--- src/rtl/attack_scheduler.sv ---
// attack_scheduler
// Runs one round of gameplay: a fixed series of attacks, each preceded by a
// pause gap, while tracking player HP from collision events. The round ends
// with a one-cycle game_over, victory or menu_on pulse to the background FSM.
// Time is counted in frames; a frame tick is a rising edge of vblnk_in.

module attack_scheduler #(
   parameter int NUM_ATTACKS           = 4,
   parameter int GAP_FRAMES            = 60,
   parameter int ATTACK_TIMEOUT_FRAMES = 600,
   parameter int START_HP              = 5,
   parameter int HIT_COOLDOWN_FRAMES   = 30
) (
   input  logic       pclk,
   input  logic       rst,
   input  logic       play_selected,
   input  logic       vblnk_in,
   input  logic       attack_done,
   input  logic       collision,
   input  logic       btn_menu,
   output logic       attack_start,
   output logic [2:0] attack_id,
   output logic       attack_active,
   output logic [3:0] hp,
   output logic       game_over,
   output logic       victory,
   output logic       menu_on
);

   localparam logic [9:0] GAP_LAST      = 10'(GAP_FRAMES - 1);
   localparam logic [9:0] TIMEOUT_LAST  = 10'(ATTACK_TIMEOUT_FRAMES - 1);
   localparam logic [9:0] COOLDOWN_LOAD = 10'(HIT_COOLDOWN_FRAMES);
   localparam logic [3:0] HP_LOAD       = 4'(START_HP);
   localparam logic [2:0] LAST_ID       = 3'(NUM_ATTACKS - 1);

   typedef enum logic [2:0] {
      IDLE      = 3'd0,
      GAP       = 3'd1,
      START     = 3'd2,
      RUN       = 3'd3,
      WAIT_EXIT = 3'd4
   } state_t;

   state_t     state_r;
   state_t     state_s;
   logic [9:0] frame_cnt_r;
   logic [9:0] frame_cnt_s;
   logic [9:0] cooldown_r;
   logic [9:0] cooldown_s;
   logic       vblnk_q_r;

   logic       tick_s;
   logic       hit_s;
   logic       fatal_s;
   logic       attack_end_s;
   logic [3:0] hp_hit_s;
   logic [9:0] cooldown_hit_s;

   logic [3:0] hp_s;
   logic [2:0] attack_id_s;
   logic       attack_start_s;
   logic       attack_active_s;
   logic       game_over_s;
   logic       victory_s;
   logic       menu_on_s;

   // Frame tick: first cycle in which vblnk_in is seen high.
   assign tick_s = vblnk_in & ~vblnk_q_r;

   // A hit only lands in GAP/RUN when the invulnerability window has expired;
   // the hp != 0 term keeps hp from ever wrapping.
   assign hit_s = collision && (cooldown_r == 10'd0) && (hp != 4'd0) &&
                  ((state_r == GAP) || (state_r == RUN));
   assign fatal_s = hit_s && (hp == 4'd1);

   // An attack ends on its done strobe or when its frame budget runs out.
   assign attack_end_s = (state_r == RUN) &&
                         (attack_done || (tick_s && (frame_cnt_r == TIMEOUT_LAST)));

   // Delay vblnk_in by one cycle for edge detection.
   always_ff @(posedge pclk) begin
      if (rst) begin
         vblnk_q_r <= 1'b0;
      end else begin
         vblnk_q_r <= vblnk_in;
      end
   end

   // HP / cooldown update assuming the round is in a hit-sensitive state;
   // the FSM decides whether to apply it.
   always_comb begin
      hp_hit_s       = hp;
      cooldown_hit_s = cooldown_r;
      if (hit_s) begin
         hp_hit_s       = hp - 4'd1;
         cooldown_hit_s = COOLDOWN_LOAD;
      end else if (tick_s && (cooldown_r != 10'd0)) begin
         cooldown_hit_s = cooldown_r - 10'd1;
      end else begin
         cooldown_hit_s = cooldown_r;
      end
   end

   // FSM state register.
   always_ff @(posedge pclk) begin
      if (rst) begin
         state_r <= IDLE;
      end else begin
         state_r <= state_s;
      end
   end

   // Next-state, counters, HP and output pulses; priority inside a round is
   // play drop > menu > fatal hit > attack end.
   always_comb begin
      state_s     = state_r;
      frame_cnt_s = frame_cnt_r;
      cooldown_s  = cooldown_r;
      hp_s        = hp;
      attack_id_s = attack_id;
      game_over_s = 1'b0;
      victory_s   = 1'b0;
      menu_on_s   = 1'b0;

      case (state_r)
         IDLE: begin
            frame_cnt_s = 10'd0;
            cooldown_s  = 10'd0;
            if (play_selected) begin
               state_s = GAP;
            end else begin
               state_s = IDLE;
            end
         end

         GAP: begin
            if (!play_selected) begin
               state_s = IDLE;
            end else if (btn_menu) begin
               menu_on_s = 1'b1;
               state_s   = WAIT_EXIT;
            end else begin
               hp_s       = hp_hit_s;
               cooldown_s = cooldown_hit_s;
               if (fatal_s) begin
                  game_over_s = 1'b1;
                  state_s     = WAIT_EXIT;
               end else if (tick_s) begin
                  if (frame_cnt_r == GAP_LAST) begin
                     frame_cnt_s = 10'd0;
                     state_s     = START;
                  end else begin
                     frame_cnt_s = frame_cnt_r + 10'd1;
                  end
               end else begin
                  frame_cnt_s = frame_cnt_r;
               end
            end
         end

         START: begin
            if (!play_selected) begin
               state_s = IDLE;
            end else if (btn_menu) begin
               menu_on_s = 1'b1;
               state_s   = WAIT_EXIT;
            end else begin
               frame_cnt_s = 10'd0;
               state_s     = RUN;
            end
         end

         RUN: begin
            if (!play_selected) begin
               state_s = IDLE;
            end else if (btn_menu) begin
               menu_on_s = 1'b1;
               state_s   = WAIT_EXIT;
            end else begin
               hp_s       = hp_hit_s;
               cooldown_s = cooldown_hit_s;
               if (fatal_s) begin
                  game_over_s = 1'b1;
                  state_s     = WAIT_EXIT;
               end else if (attack_end_s) begin
                  if (attack_id == LAST_ID) begin
                     victory_s = 1'b1;
                     state_s   = WAIT_EXIT;
                  end else begin
                     attack_id_s = attack_id + 3'd1;
                     frame_cnt_s = 10'd0;
                     state_s     = GAP;
                  end
               end else if (tick_s) begin
                  frame_cnt_s = frame_cnt_r + 10'd1;
               end else begin
                  frame_cnt_s = frame_cnt_r;
               end
            end
         end

         WAIT_EXIT: begin
            if (!play_selected) begin
               state_s = IDLE;
            end else begin
               state_s = WAIT_EXIT;
            end
         end

         default: begin
            state_s = IDLE;
         end
      endcase

      // IDLE shows a fresh HP; attack_id reads 0 whenever no round is live.
      if (state_s == IDLE) begin
         hp_s        = HP_LOAD;
         attack_id_s = 3'd0;
      end else if (state_s == WAIT_EXIT) begin
         attack_id_s = 3'd0;
      end else begin
         attack_id_s = attack_id_s;
      end

      attack_start_s  = (state_s == START);
      attack_active_s = (state_s == START) || (state_s == RUN);
   end

   // Frame/cooldown counters and all registered outputs.
   always_ff @(posedge pclk) begin
      if (rst) begin
         frame_cnt_r   <= 10'd0;
         cooldown_r    <= 10'd0;
         hp            <= HP_LOAD;
         attack_id     <= 3'd0;
         attack_start  <= 1'b0;
         attack_active <= 1'b0;
         game_over     <= 1'b0;
         victory       <= 1'b0;
         menu_on       <= 1'b0;
      end else begin
         frame_cnt_r   <= frame_cnt_s;
         cooldown_r    <= cooldown_s;
         hp            <= hp_s;
         attack_id     <= attack_id_s;
         attack_start  <= attack_start_s;
         attack_active <= attack_active_s;
         game_over     <= game_over_s;
         victory       <= victory_s;
         menu_on       <= menu_on_s;
      end
   end

endmodule

--- config.mk ---
export PLATFORM = sky130hd
export DESIGN_NAME = attack_scheduler
export DESIGN_NICKNAME = d
export VERILOG_FILES = /design/src/rtl/attack_scheduler.sv
export SDC_FILE = /design/constraint.sdc
export NUM_CORES = 1
export LEC_CHECK = 0
export BUFFER_PORTS_ARGS = -buffer_cell sky130_fd_sc_hd__buf_2
export CAP_MARGIN = 30
export CORE_AREA = 2 2 70 72
export CTS_CLUSTER_SIZE = 20
export DETAILED_ROUTE_END_ITERATION = 10
export DIE_AREA = 0 0 72 74
export MAX_ROUTING_LAYER = met4
export PLACE_DENSITY = 0.67
export SYNTH_ARGS = -nofsm -noshare
export SYNTH_HDL_FRONTEND = slang
export SYNTH_SLANG_ARGS = --single-unit
--- constraint.sdc ---
create_clock -name pclk -period 2.6 [get_ports pclk]
set_input_delay 0.52 -clock pclk [delete_from_list [all_inputs] [get_ports pclk]]
set_output_delay 0.52 -clock pclk [all_outputs]
set_load 0.02 [all_outputs]
* Yosys cells after proc, flatten, opt, wreduce, memory -nomap -nowiden
Index checks and enable logic that the tools add are counted.
Word-level totals: flip-flop bits (word level) 36, input port bits 7, output and inout bits 12, logic and storage cells 115
Operators by class: add/sub/neg operators 4, equal/unequal tests 25, multiplexer cells 37, bitwise gates (word level) 10, reduce and logical (&&, ||, !) cells 28
Operators by type and width (number):
- 10-bit 2-to-1 mux | 17
- 10-bit case mux with 4 select lines | 1
- 3-bit 2-to-1 mux | 13
- 2-bit inequality test, second input constant | 10
- 10-bit case mux with 2 select lines | 1
- 3-bit by 2-bit == test with 1-bit output, second input constant | 5
- 3-bit case mux with 5 select lines | 1
- 12-bit AND reduction | 1
- 10-bit by 1-bit adder with 10-bit output, second input constant | 1
- 10-bit == test, second input constant | 1
- 10-bit by 6-bit == test with 1-bit output, second input constant | 1
- 10-bit logical NOT | 1
- 10-bit nonzero test | 1
- 10-bit by 1-bit subtractor with 10-bit output, second input constant | 1
- 1-bit NOT | 9
- 3-bit OR reduction | 3
- 4-bit AND reduction | 2
- 4-bit nonzero test | 2
- 1-bit logical AND | 7
- 3-bit == test, second input constant | 2
- 3-bit logical NOT | 2
- 3-bit inequality test, second input constant | 2
- 6-bit AND reduction | 1
- 6-bit OR reduction | 1
- other kinds (12) | 18

* Depth between registers and ports, before layout
Gate-level depths: netlist of the first run.
depth after elaboration 12, mapped depth 8, gate-level depth less buffers 7

* Worst setup path before layout of the first run
No wires, ideal clock.
path kind register to register, start point reg frame_cnt_r[0], end point reg frame_cnt_r[9], arrival 1.805 ns, required time 2.521 ns, setup slack 0.716 ns, cell stages (with the launch flop) 7, cells stage by stage dfxtp_1 > ha_1 > and4bb_1 > a41o_1 > a21oi_1 > or4b_1 > o211ai_1
Between the ends: cells in the longest elaborated chain, start to end 9, elaborated cells between the ends (all ways) 20
Ends and longest elaborated chain:
- start: declaration | line 46 | logic [9:0] frame_cnt_r;
- start signal: assignment | line 242 | frame_cnt_r <= frame_cnt_s;
- branches (longest 9 deep; another with 10-bit by 1-bit adder with 10-bit output)
Several ways; the timed one is not identified. The select of a mux whose other input is x is not followed. A chain may end at the register's enable or synchronous reset.

* Final worst setup path of the first run
start point reg cooldown_r[0], end point reg cooldown_r[2]
Between the ends: cells in the longest elaborated chain, start to end 8, elaborated cells between the ends (all ways) 14
Ends and longest elaborated chain:
- start: declaration | line 48 | logic [9:0] cooldown_r;
- start signal: assignment | line 243 | cooldown_r <= cooldown_s;
- branches (longest 8 deep; another with 10-bit by 1-bit subtractor with 10-bit output)
Several ways; the timed one is not identified. The select of a mux whose other input is x is not followed.

==> Implementation_results.wiki, run 1 <==
{| class="wikitable"
! Metric !! Value
|-
| Total Neg Setup Slack || 0 ns
|-
| Run status || complete, no violations
|-
| Total of buffers placed on input and output ports || 18
|-
| Die Y || 74 um
|-
| Detail-routed via count per cell || 6.04
|-
| Layout overhead on the synthesized area || 10.7%
|-
| Fraction of final layout cells sized beyond drive strength 1 || 0.162
|-
| Cts hold-fix bufs || 0
|-
| Final ANT Viol Nets || 0
|-
| Number of different library cells in the post-synthesis netlist || 59
|-
| Post-detail-place hpwl || 3.73 mm
|-
| Critical path fanouts, max || 9
|-
| First-pass GRT wire length || 8.35 mm
|-
| Slew headroom || 0.647
|-
| Clock insertion delay at the later pin of the skew report || 0.29 ns
|-
| Clock buffers created by TritonCTS || 5
|-
| Detailed-routing iteration count for the pre-antenna-repair pass || 4
|-
| Final wirelength || 4.92 mm
|-
| Post-synth top cells || 36 x dfxtp_1, 29 x inv_1, 15 x nand3_1, 15 x nor2_1, 14 x a21oi_1
|-
| Cell taking the most area after synthesis || dfxtp_1
|-
| Routed len/inst || 14.9 um
|-
| IO Pins || 19
|-
| Overflow left after global routing || 0
|-
| Vias after detailed routing || 1998
|-
| Maximum number of pins on one net before global-route repair || 22
|-
| Deepest clock path buffer count || 2
|-
| Mean instance size in the synthesized netlist || 8.62 um2
|-
| Clock-pin slew on the worst setup and hold paths || 0.07 ns
|-
| Reported leakage power || 0.904 nW
|-
| Buffer count from post-CTS setup fixing || 0
|-
| Worst hold slack || 0.458 ns
|-
| Sequential standard cell area || 721 um2
|-
| Max Cap Violations || 0
|-
| Seq cells post-synth || 36
|-
| Number of antenna violations at the first check in global routing || 0
|-
| Hold Path Depth || 2
|-
| Worst slew pin tran || 0.525 ns
|-
| Synth warnings || 0
|-
| Maximum level of the CTS H-tree || 2
|-
| Synthesized area || 2210 um2
|-
| Clock root buffer || clkbuf_8
|-
| Commonest register cell after synthesis || dfxtp_1
|-
| All-Layer GR Usage || 0.200
|-
| Most instantiated library cell after synthesis || dfxtp_1
|-
| Number of instances in the synthesized netlist || 256
|-
| DRC errors left || 0
|-
| Power density over the cells || 541 nW/um2
|-
| Starting density of the core || 0.480
|-
| Tcrit/Tclk final || 0.861
|-
| Reg2Reg Depth || 7
|-
| Unrepaired setup endpoints after global routing || no
|-
| Cell types with the largest area share after synthesis || dfxtp_1 33%, inv_1 4.9%, ha_1 4.0%, nand3_1 3.4%, a21oi_1 3.2%
|-
| Fraction of post-synthesis cell area in the top cell type by area || 0.327
|-
| Number of clock sinks || 36
|-
| Diode insertion count for antenna repair || 0
|-
| Post-cts gate resize count || 0
|-
| Final Power || 1.32 mW
|-
| First DRT Iteration DRCs || 114
|-
| Die W || 72 um
|-
| Type of the most critical hold path || in -> reg
|-
| Number of rows in the core area || 25
|-
| CP startpoint kind || register
|-
| Async S/R FF share, synth || 0
|-
| Path type of the worst setup path || reg -> reg
|-
| Number of enable-type register cells in the synthesized netlist || 0
|-
| Sequential fraction of the synthesis area || 0.327
|-
| Max Slew Vio Count || 0
|-
| Minimum period implied by the final worst setup slack || 2.24 ns
|-
| Global placer's final weighted congestion || 0.881
|-
| Required time of the critical path || 2.79 ns
|-
| Multi-input logic area || 1330 um2
|-
| Worst Clk Skew || 0.00886 ns
|-
| CTS tree || yes
|-
| Fill cell total of the finished layout || 431
|-
| Fmax || 0.447 GHz
|-
| Final setup violation count || 0
|-
| Placeable core region || 4600 um2
|-
| Number of global-route vias before repair || 1893
|-
| Net total in the final layout || 290
|-
| Die footprint || 5330 um2
|-
| Syn_nets || 270
|-
| Final hold violations || 0
|-
| Highest ir drop seen on vdd || 314 uV
|-
| Arr. time, crit path || 2.43 ns
|-
| Type of element capturing the critical path || register
|}
## worst max-delay path, stage by stage (launching register included)
cell	delay, ns
dfxtp_1	0.34
inv_1	0.09
ha_1	0.14
nor3b_1	0.31
and3_1	0.47
a211oi_4	0.16
or2_4	0.30
a2111oi_4	0.33
## layout make-up
cell class,count,share of cell area
Multi-Input combinational cell,182,0.546
Clock inverter,2,0.00410
Clock buffer,6,0.0338
Tap cell,54,0.0276
Sequential cell,36,0.295
Inverter,29,0.0445
Timing Repair Buffer,22,0.0492
## state kept, by name, indices dropped and copies added (netlist names)
signal / flops
cooldown_r: 10
frame_cnt_r: 10
hp: 4
attack_id: 3
state_r: 3
attack_active: 1
attack_start: 1
game_over: 1
menu_on: 1
vblnk_q_r: 1
victory: 1
## cell families (layout without fill, tap and decap cells)
| family | Yosys count | count (layout) | share of synthesized area |
|---|---|---|---|
| fa+ha+maj | 7 | 7 | 0.0397 |
| flops | 36 | 36 | 0.327 |
| mux | 5 | 5 | 0.0227 |
| compound gates | 73 | 73 | 0.281 |
| simple gates | 92 | 92 | 0.241 |
| xor+xnor | 5 | 5 | 0.0198 |
| buf+inv | 38 | 59 | 0.0692 |
## layout by cell type, fill, tap and decap left out, types with 9 or more instances in the layout
master	instances
a21oi_1	14
buf_2	18
dfxtp_1	36
inv_1	29
nand2_1	11
nand3_1	15
nor2_1	15
nor3_1	13
o211ai_1	9
## metrics by stage
| stage | instance area [um2] | worst slack, ns | util | std cells |
|---|---|---|---|---|
| final | 2440 | 0.362 | 0.531 | 331 |
| after global routing | 2440 | 0.134 | 0.531 | 331 |
| after CTS | 2440 | 0.372 | 0.531 | 331 |
| after detailed placement | 2350 | 0.402 | 0.511 | 323 |
| after global placement | 2350 | 0.427 | 0.511 | 323 |
| after floorplan | 2210 | 0.716 | - | 256 |
## routing by layer
layer,global-route usage,part of all wire
met4,0.0566,0.010
met2,0.316,0.48
met1,0.257,0.48
met5,-,0
met3,0.0474,0.027
## where the power goes
part	internal, mW	switching (mW)	total [mW]
clock network	0.212	0.203	0.415
registers	0.571	0.0240	0.595
logic	0.120	0.192	0.312
## final timing paths
path	from	end	slack, ns
setup reg to reg	cooldown_r[0]	cooldown_r[2]	0.36
hold reg to reg	frame_cnt_r[1]	frame_cnt_r[1]	0.50
hold / removal	play_selected	hp[2]	0.46
setup / recovery	cooldown_r[0]	cooldown_r[2]	0.36
Power figures use the tool's default switching activity.
==> inputs of run 2 (changes only) <==
CORE_AREA = 2 2 65 67   (was 2 2 70 72)
CTS_BUF_LIST = sky130_fd_sc_hd__clkbuf_16   (was not set)
DIE_AREA = 0 0 67 69   (was 0 0 72 74)
GPL_TIMING_DRIVEN = 0   (was not set)
PLACE_DENSITY = 0.76   (was 0.67)
==> Implementation_results.wiki, run 2 (same netlist as run 1, synthesis figures left out) <==
{| class="wikitable"
! Metric !! Value
|-
| First DRT Iteration DRCs || 164 (+44%)
|-
| Max Slew Vio Count || 0 (unchanged)
|-
| Global routing met3 resource utilization || 0.0440 (-0.00338)
|-
| Total net switching power || 426 uW (+1.5%)
|-
| Post-detail-place hpwl || 3.77 mm (+1.2%)
|-
| Detailed-routing iteration count for the pre-antenna-repair pass || 4 (unchanged)
|-
| Total Neg Setup Slack || 0 ns (unchanged)
|-
| Post-Place Cells || 324 (+0.31%)
|-
| Type of the most critical hold path || in -> reg
|-
| Tcrit/Tclk final || 0.864 (+0.00376)
|-
| Clock buffers created by TritonCTS || 5 (unchanged)
|-
| Met2 track demand over resource || 0.382 (+0.0659)
|-
| Sequential standard cell area || 721 um2 (unchanged)
|-
| Most frequent standard cell in the layout excluding fill and tap cells || dfxtp_1
|-
| Fraction of final layout cells sized beyond drive strength 1 || 0.147 (-0.0155)
|-
| Type of element capturing the critical path || register
|-
| Fill cell total of the finished layout || 342 (-21%)
|-
| Slew headroom || 0.514 (-0.133)
|-
| Max Cap Violations || 0 (unchanged)
|-
| Minimum period implied by the final worst setup slack || 2.25 ns (+0.00977 ns)
|-
| Switching Share || 0.291 (-0.0267)
|-
| Diode insertion count for antenna repair || 0 (unchanged)
|-
| Worst Clk Skew || 0.00463 ns (-0.00423 ns)
|-
| Largest regs || cooldown_r x10, frame_cnt_r x10, hp x4
|-
| Maximum number of pins on one net before global-route repair || 11 (-50%)
|-
| Global route hottest layer || met2
|-
| First-pass GRT wire length || 8.68 mm (+4.0%)
|-
| Number of global-route vias before repair || 1877 (-0.85%)
|-
| Reg-to-Reg End || cooldown_r[3]
|-
| Run status || complete, no violations
|-
| Source of the critical timing path || cooldown_r[0]
|-
| Highest ir drop seen on vdd || 354 uV (+12%)
|-
| Number of rows in the core area || 23 (-8.0%)
|-
| Reg2Reg Setup Slack || 0.35 ns (about the same)
|-
| Total of buffers placed on input and output ports || 18 (unchanged)
|-
| Part of the total power dissipated in the clock network || 0.366 (+0.052)
|-
| Overflow left after global routing || 0 (unchanged)
|-
| Power share of the sequential group || 0.405 (-0.045)
|-
| Required time of the critical path || 2.78 ns (about the same)
|-
| All-Layer GR Usage || 0.243 (+0.0433)
|-
| Placeable core region || 3910 um2 (-15%)
|-
| CTS tree || yes
|-
| Number of clock sinks || 36 (unchanged)
|-
| Leading cell types in the layout, fill and taps excluded || 36 x dfxtp_1, 29 x inv_1, 20 x buf_2
|-
| Post-layout instance count excluding filler cells || 329 (-0.60%)
|-
| IO Pins || 19 (unchanged)
|-
| Final hold violations || 0 (unchanged)
|-
| Final Power || 1.47 mW (+11%)
|-
| Number of antenna violations at the first check in global routing || 0 (unchanged)
|-
| Critical path capture point || cooldown_r[3]
|-
| Clock-pin slew on the worst setup and hold paths || 0.05 ns (-0.02 ns)
|-
| Final instance area || 2480 um2 (+1.7%)
|-
| Clock root buffer || clkbuf_16
|-
| Reported leakage power || 0.917 nW (+1.4%)
|-
| Net total in the final layout || 295 (+1.7%)
|-
| Final setup violation count || 0 (unchanged)
|-
| Deepest clock path buffer count || 2 (unchanged)
|-
| Maximum level of the CTS H-tree || 2 (unchanged)
|-
| Global placer's final weighted congestion || 0.871 (-1.2%)
|-
| Layout overhead on the synthesized area || 12.6%
|-
| Post-cts gate resize count || 0 (unchanged)
|-
| CP startpoint kind || register
|-
| Fmax || 0.445 GHz (-0.44%)
|-
| Die footprint || 4620 um2 (-13%)
|-
| Unrepaired setup endpoints after global routing || no
|-
| Cts hold-fix bufs || 0 (unchanged)
|-
| Clock insertion delay at the later pin of the skew report || 0.28 ns (about the same)
|-
| Worst slew pin tran || 0.725 ns (+0.200 ns)
|-
| Multi-input logic area || 1330 um2 (unchanged)
|-
| Placement-stage cell area || 2360 um2 (+0.37%)
|-
| Path type of the worst setup path || reg -> reg
|-
| Final wirelength || 5.08 mm (+3.1%)
|-
| Die Y || 69 um (-6.8%)
|-
| Arr. time, crit path || 2.43 ns (about the same)
|-
| Die W || 67 um (-6.9%)
|-
| Starting density of the core || 0.564 (+0.0839)
|-
| Detail-routed via count per cell || 6.12 (+1.5%)
|-
| Cell internal pwr || 1.04 mW (+15%)
|-
| Combinational group share of total power || 0.229 (-0.007)
|-
| Power density over the cells || 590 nW/um2 (+9.0%)
|-
| DRC errors left || 0 (unchanged)
|-
| Reg2Reg Depth || 7 (unchanged)
|-
| Buffer count from post-CTS setup fixing || 0 (unchanged)
|-
| Routed len/inst || 15.4 um (+3.7%)
|-
| Critical R2R Launch || cooldown_r[0]
|-
| Final ANT Viol Nets || 0 (unchanged)
|-
| Critical path fanouts, max || 6 (-3)
|-
| Global-route met1 utilization || 0.318 (+0.0611)
|-
| Vias after detailed routing || 2015 (+0.85%)
|}
[run 2: through the flow]
step,setup WS [ns],hold slack [ns],util
6_report,0.353,0.473,0.635
5_1_grt,0.154,0.497,0.635
4_1_cts,0.367,0.476,0.635
3_5_place_dp,0.391,0.483,0.603
3_3_place_gp,0.436,0.477,0.603
2_1_floorplan,0.716,0.452,-
[run 2: metal layers]
metal  up-vias  routed length, um
met5         -                  0
li1       1019                  -
met4         0                 76
met2        53               2420
met1       934               2360
met3         9                220
[run 2: area by class of cell]
type | count | share of cell area
multi-input cells | 182 | 0.537
flip-flops and latches | 36 | 0.290
clock buffers | 5 | 0.0504
inverters | 29 | 0.0438
repair buffers | 18 | 0.0363
well taps | 50 | 0.0252
plain buffers | 9 | 0.0176
[run 2: worst max-delay path, stage by stage (launching register included)]
cell,delay [ns]
dfxtp_1,0.33
inv_1,0.09
ha_1,0.15
nor3b_1,0.32
nand3_1,0.26
a2bb2oi_1,0.49
nor2_1,0.18
a2111oi_4,0.33
[run 2: how the worst min path moves through the flow]
stage                endpoint  cells past startpoint      startpoint  slack (ns)
2_1_floorplan   cooldown_r[9]                      2   cooldown_r[9]        0.45
3_3_place_gp   frame_cnt_r[1]                      2  frame_cnt_r[1]        0.48
3_5_place_dp   frame_cnt_r[1]                      2  frame_cnt_r[1]        0.48
4_1_cts                 hp[0]                      2   play_selected        0.48
5_1_grt                 hp[0]                      2   play_selected        0.50
6_report                hp[0]                      2   play_selected        0.47
[run 2: power groups by stage]
stage	registers [mW]	clock network [mW]	logic (mW)
after floorplan	0.601	0	0.264
after global placement	0.604	0	0.323
after CTS	0.594	0.547	0.331
after global routing	0.596	0.569	0.367
final	0.594	0.537	0.335
after detailed placement	0.605	0	0.329
==> inputs of run 3 (changes only) <==
CELL_PAD_IN_SITES_DETAIL_PLACEMENT = 1   (was not set)
CELL_PAD_IN_SITES_GLOBAL_PLACEMENT = 2   (was not set)
CORE_AREA = 2 2 82 84   (was 2 2 65 67)
DIE_AREA = 0 0 84 86   (was 0 0 67 69)
PLACE_DENSITY = not set   (was 0.76)
PLACE_DENSITY_LB_ADDON = 0.1   (was not set)
==> Implementation_results.wiki, run 3 (same netlist as run 1, synthesis figures left out) <==
{| class="wikitable"
! Metric !! Value
|-
| Max Slew Vio Count || 0 (unchanged)
|-
| Reported leakage power || 0.934 nW (+1.9%)
|-
| Post-layout instance count excluding filler cells || 359 (+9.1%)
|-
| Clock root buffer || clkbuf_16
|-
| Cell Chain, Critical Path || inv_1 > ha_1 > nor3b_1 > nand3_1 > a2bb2oi_1 > nor2_1 > a2111oi_4
|-
| Detailed-routing iteration count for the pre-antenna-repair pass || 4 (unchanged)
|-
| Max stage delay cell, worst path || a2bb2oi_1
|-
| Setup slack after placement || 0.309 ns (-0.0817 ns)
|-
| Final hold violations || 0 (unchanged)
|-
| Number of antenna violations at the first check in global routing || 0 (unchanged)
|-
| Required time of the critical path || 2.78 ns (about the same)
|-
| Critical path fanouts, max || 6 (unchanged)
|-
| Total net switching power || 468 uW (+9.8%)
|-
| Vias after detailed routing || 2044 (+1.4%)
|-
| Total Neg Setup Slack || 0 ns (unchanged)
|-
| Post-detail-place hpwl || 4.61 mm (+22%)
|-
| Layout overhead on the synthesized area || 15.8%
|-
| Arr. time, crit path || 2.50 ns (+0.07 ns)
|-
| Overflow left after global routing || 0 (unchanged)
|-
| Post-Place Cells || 351 (+8.3%)
|-
| Maximum number of pins on one net before global-route repair || 12 (+1)
|-
| IO Pins || 19 (unchanged)
|-
| Die W || 84 um (+25%)
|-
| Fmax || 0.431 GHz (-3.0%)
|-
| Final wirelength || 6.23 mm (+23%)
|-
| Largest stage delay on the critical path || 0.54 ns (+0.05 ns)
|-
| Slew headroom || 0.476 (-0.0371)
|-
| Final setup violation count || 0 (unchanged)
|-
| Number of rows in the core area || 29 (+26%)
|-
| Final ANT Viol Nets || 0 (unchanged)
|-
| Switching Share || 0.290 (-0.000985)
|-
| Minimum period implied by the final worst setup slack || 2.32 ns (+0.0701 ns)
|-
| Source of the critical timing path || cooldown_r[0]
|-
| Run status || complete, no violations
|-
| Number of clock sinks || 36 (unchanged)
|-
| Worst Clk Skew || 0.00500 ns (+0.000374 ns)
|-
| Largest regs || cooldown_r x10, frame_cnt_r x10, hp x4
|-
| Maximum level of the CTS H-tree || 2 (unchanged)
|-
| Buffer count from post-CTS setup fixing || 0 (unchanged)
|-
| Leading cell types in the layout, fill and taps excluded || 36 x dfxtp_1, 29 x inv_1, 20 x buf_2
|-
| Die Y || 86 um (+25%)
|-
| Unrepaired setup endpoints after global routing || no
|-
| Net total in the final layout || 295 (unchanged)
|-
| First DRT Iteration DRCs || 65 (-60%)
|-
| Detail-routed via count per cell || 5.69 (-7.0%)
|-
| CP startpoint kind || register
|-
| Combinational group share of total power || 0.213 (-0.016)
|-
| All-Layer GR Usage || 0.188 (-0.0553)
|-
| Highest ir drop seen on vdd || 367 uV (+3.8%)
|-
| DRC errors left || 0 (unchanged)
|-
| CTS tree || yes
|-
| Global placer's final weighted congestion || 0.804 (-7.7%)
|-
| Power share of the sequential group || 0.367 (-0.038)
|-
| Path type of the worst setup path || reg -> reg
|-
| Startpoint of the worst hold path || play_selected
|-
| Clock insertion delay at the later pin of the skew report || 0.28 ns (about the same)
|-
| Post-cts gate resize count || 0 (unchanged)
|-
| Routed len/inst || 17.3 um (+12%)
|-
| Type of element capturing the critical path || register
|-
| Type of the most critical hold path || in -> reg
|-
| Clock buffers created by TritonCTS || 5 (unchanged)
|-
| Max Cap Violations || 0 (unchanged)
|-
| Placeable core region || 6280 um2 (+60%)
|-
| Die footprint || 7220 um2 (+56%)
|-
| Final setup margin || 0.282 ns (-0.0701 ns)
|-
| Cts hold-fix bufs || 0 (unchanged)
|-
| Cell internal pwr || 1.15 mW (+10%)
|-
| Most frequent standard cell in the layout excluding fill and tap cells || dfxtp_1
|-
| Fraction of final layout cells sized beyond drive strength 1 || 0.149 (+0.00198)
|-
| Diode insertion count for antenna repair || 0 (unchanged)
|-
| Part of the total power dissipated in the clock network || 0.420 (+0.054)
|-
| Critical R2R Launch || cooldown_r[0]
|-
| Starting density of the core || 0.352 (-0.212)
|-
| Fill cell total of the finished layout || 780 (+130%)
|-
| Total of buffers placed on input and output ports || 18 (unchanged)
|-
| First-pass GRT wire length || 10.6 mm (+22%)
|-
| Number of global-route vias before repair || 2099 (+12%)
|-
| Clock-pin slew on the worst setup and hold paths || 0.06 ns (about the same)
|-
| Tcrit/Tclk final || 0.891 (+0.0270)
|-
| Power density over the cells || 632 nW/um2 (+7.1%)
|-
| Worst slew pin tran || 0.780 ns (+0.0552 ns)
|-
| Deepest clock path buffer count || 2 (unchanged)
|}
-- run 3: cell types whose count changed in the layout (fill, tap and decap cells not counted) --
cell	previous run	this run
clkinv_1	0	2
bufinv_16	0	1
-- run 3: worst max-delay path: cells and delay by family (launching register included) --
family,cells,cell delay [ns]
adder cells (fa/ha/maj),1,0.15
AND/OR/NAND/NOR,3,0.77
buffers and inverters,1,0.08
flip-flops,1,0.34
AO/OA/AOI/OAI,2,0.87
-- run 3: through the flow --
step           hold WS, ns  power, mW  instance area [um2]   util
2_1_floorplan        0.452      0.865                 2210      -
3_3_place_gp         0.478      0.947                 2390  0.381
3_5_place_dp         0.487      0.949                 2390  0.381
4_1_cts              0.472       1.63                 2560  0.407
5_1_grt              0.505       1.70                 2560  0.407
6_report             0.473       1.61                 2560  0.407
-- run 3: layout make-up --
cell class              instances  area (um2)  area share
clock buffers                   5         125      0.0489
inverters                      29         109      0.0426
well taps                      77        96.3      0.0377
clock inverters                 3        37.5      0.0147
repair buffers                 18        90.1      0.0352
multi-input cells             182        1330       0.522
flip-flops and latches         36         721       0.282
plain buffers                   9        43.8      0.0171
-- run 3: power by group through the flow --
| stage | Clock, mW | Combinational, mW | Sequential, mW |
|---|---|---|---|
| detailed placement | 0 | 0.344 | 0.605 |
| global route | 0.718 | 0.384 | 0.595 |
| finish | 0.677 | 0.344 | 0.593 |
| global placement | 0 | 0.342 | 0.605 |
| floorplan | 0 | 0.264 | 0.601 |
| CTS | 0.692 | 0.347 | 0.593 |
-- run 3: path summary, 6_finish.rpt --
check	to	slack [ns]	cells after the start
hold / removal	hp[0]	0.47	2
setup / recovery	cooldown_r[2]	0.28	7
hold reg to reg	cooldown_r[9]	0.50	2
setup reg to reg	cooldown_r[2]	0.28	7
-- run 3: layer usage --
metal	routed length, um	track usage	vias up
met5	0	-	-
met4	86	0.0513	0
met3	161	0.0308	10
met2	2950	0.298	26
met1	3030	0.250	995
li1	-	-	1013
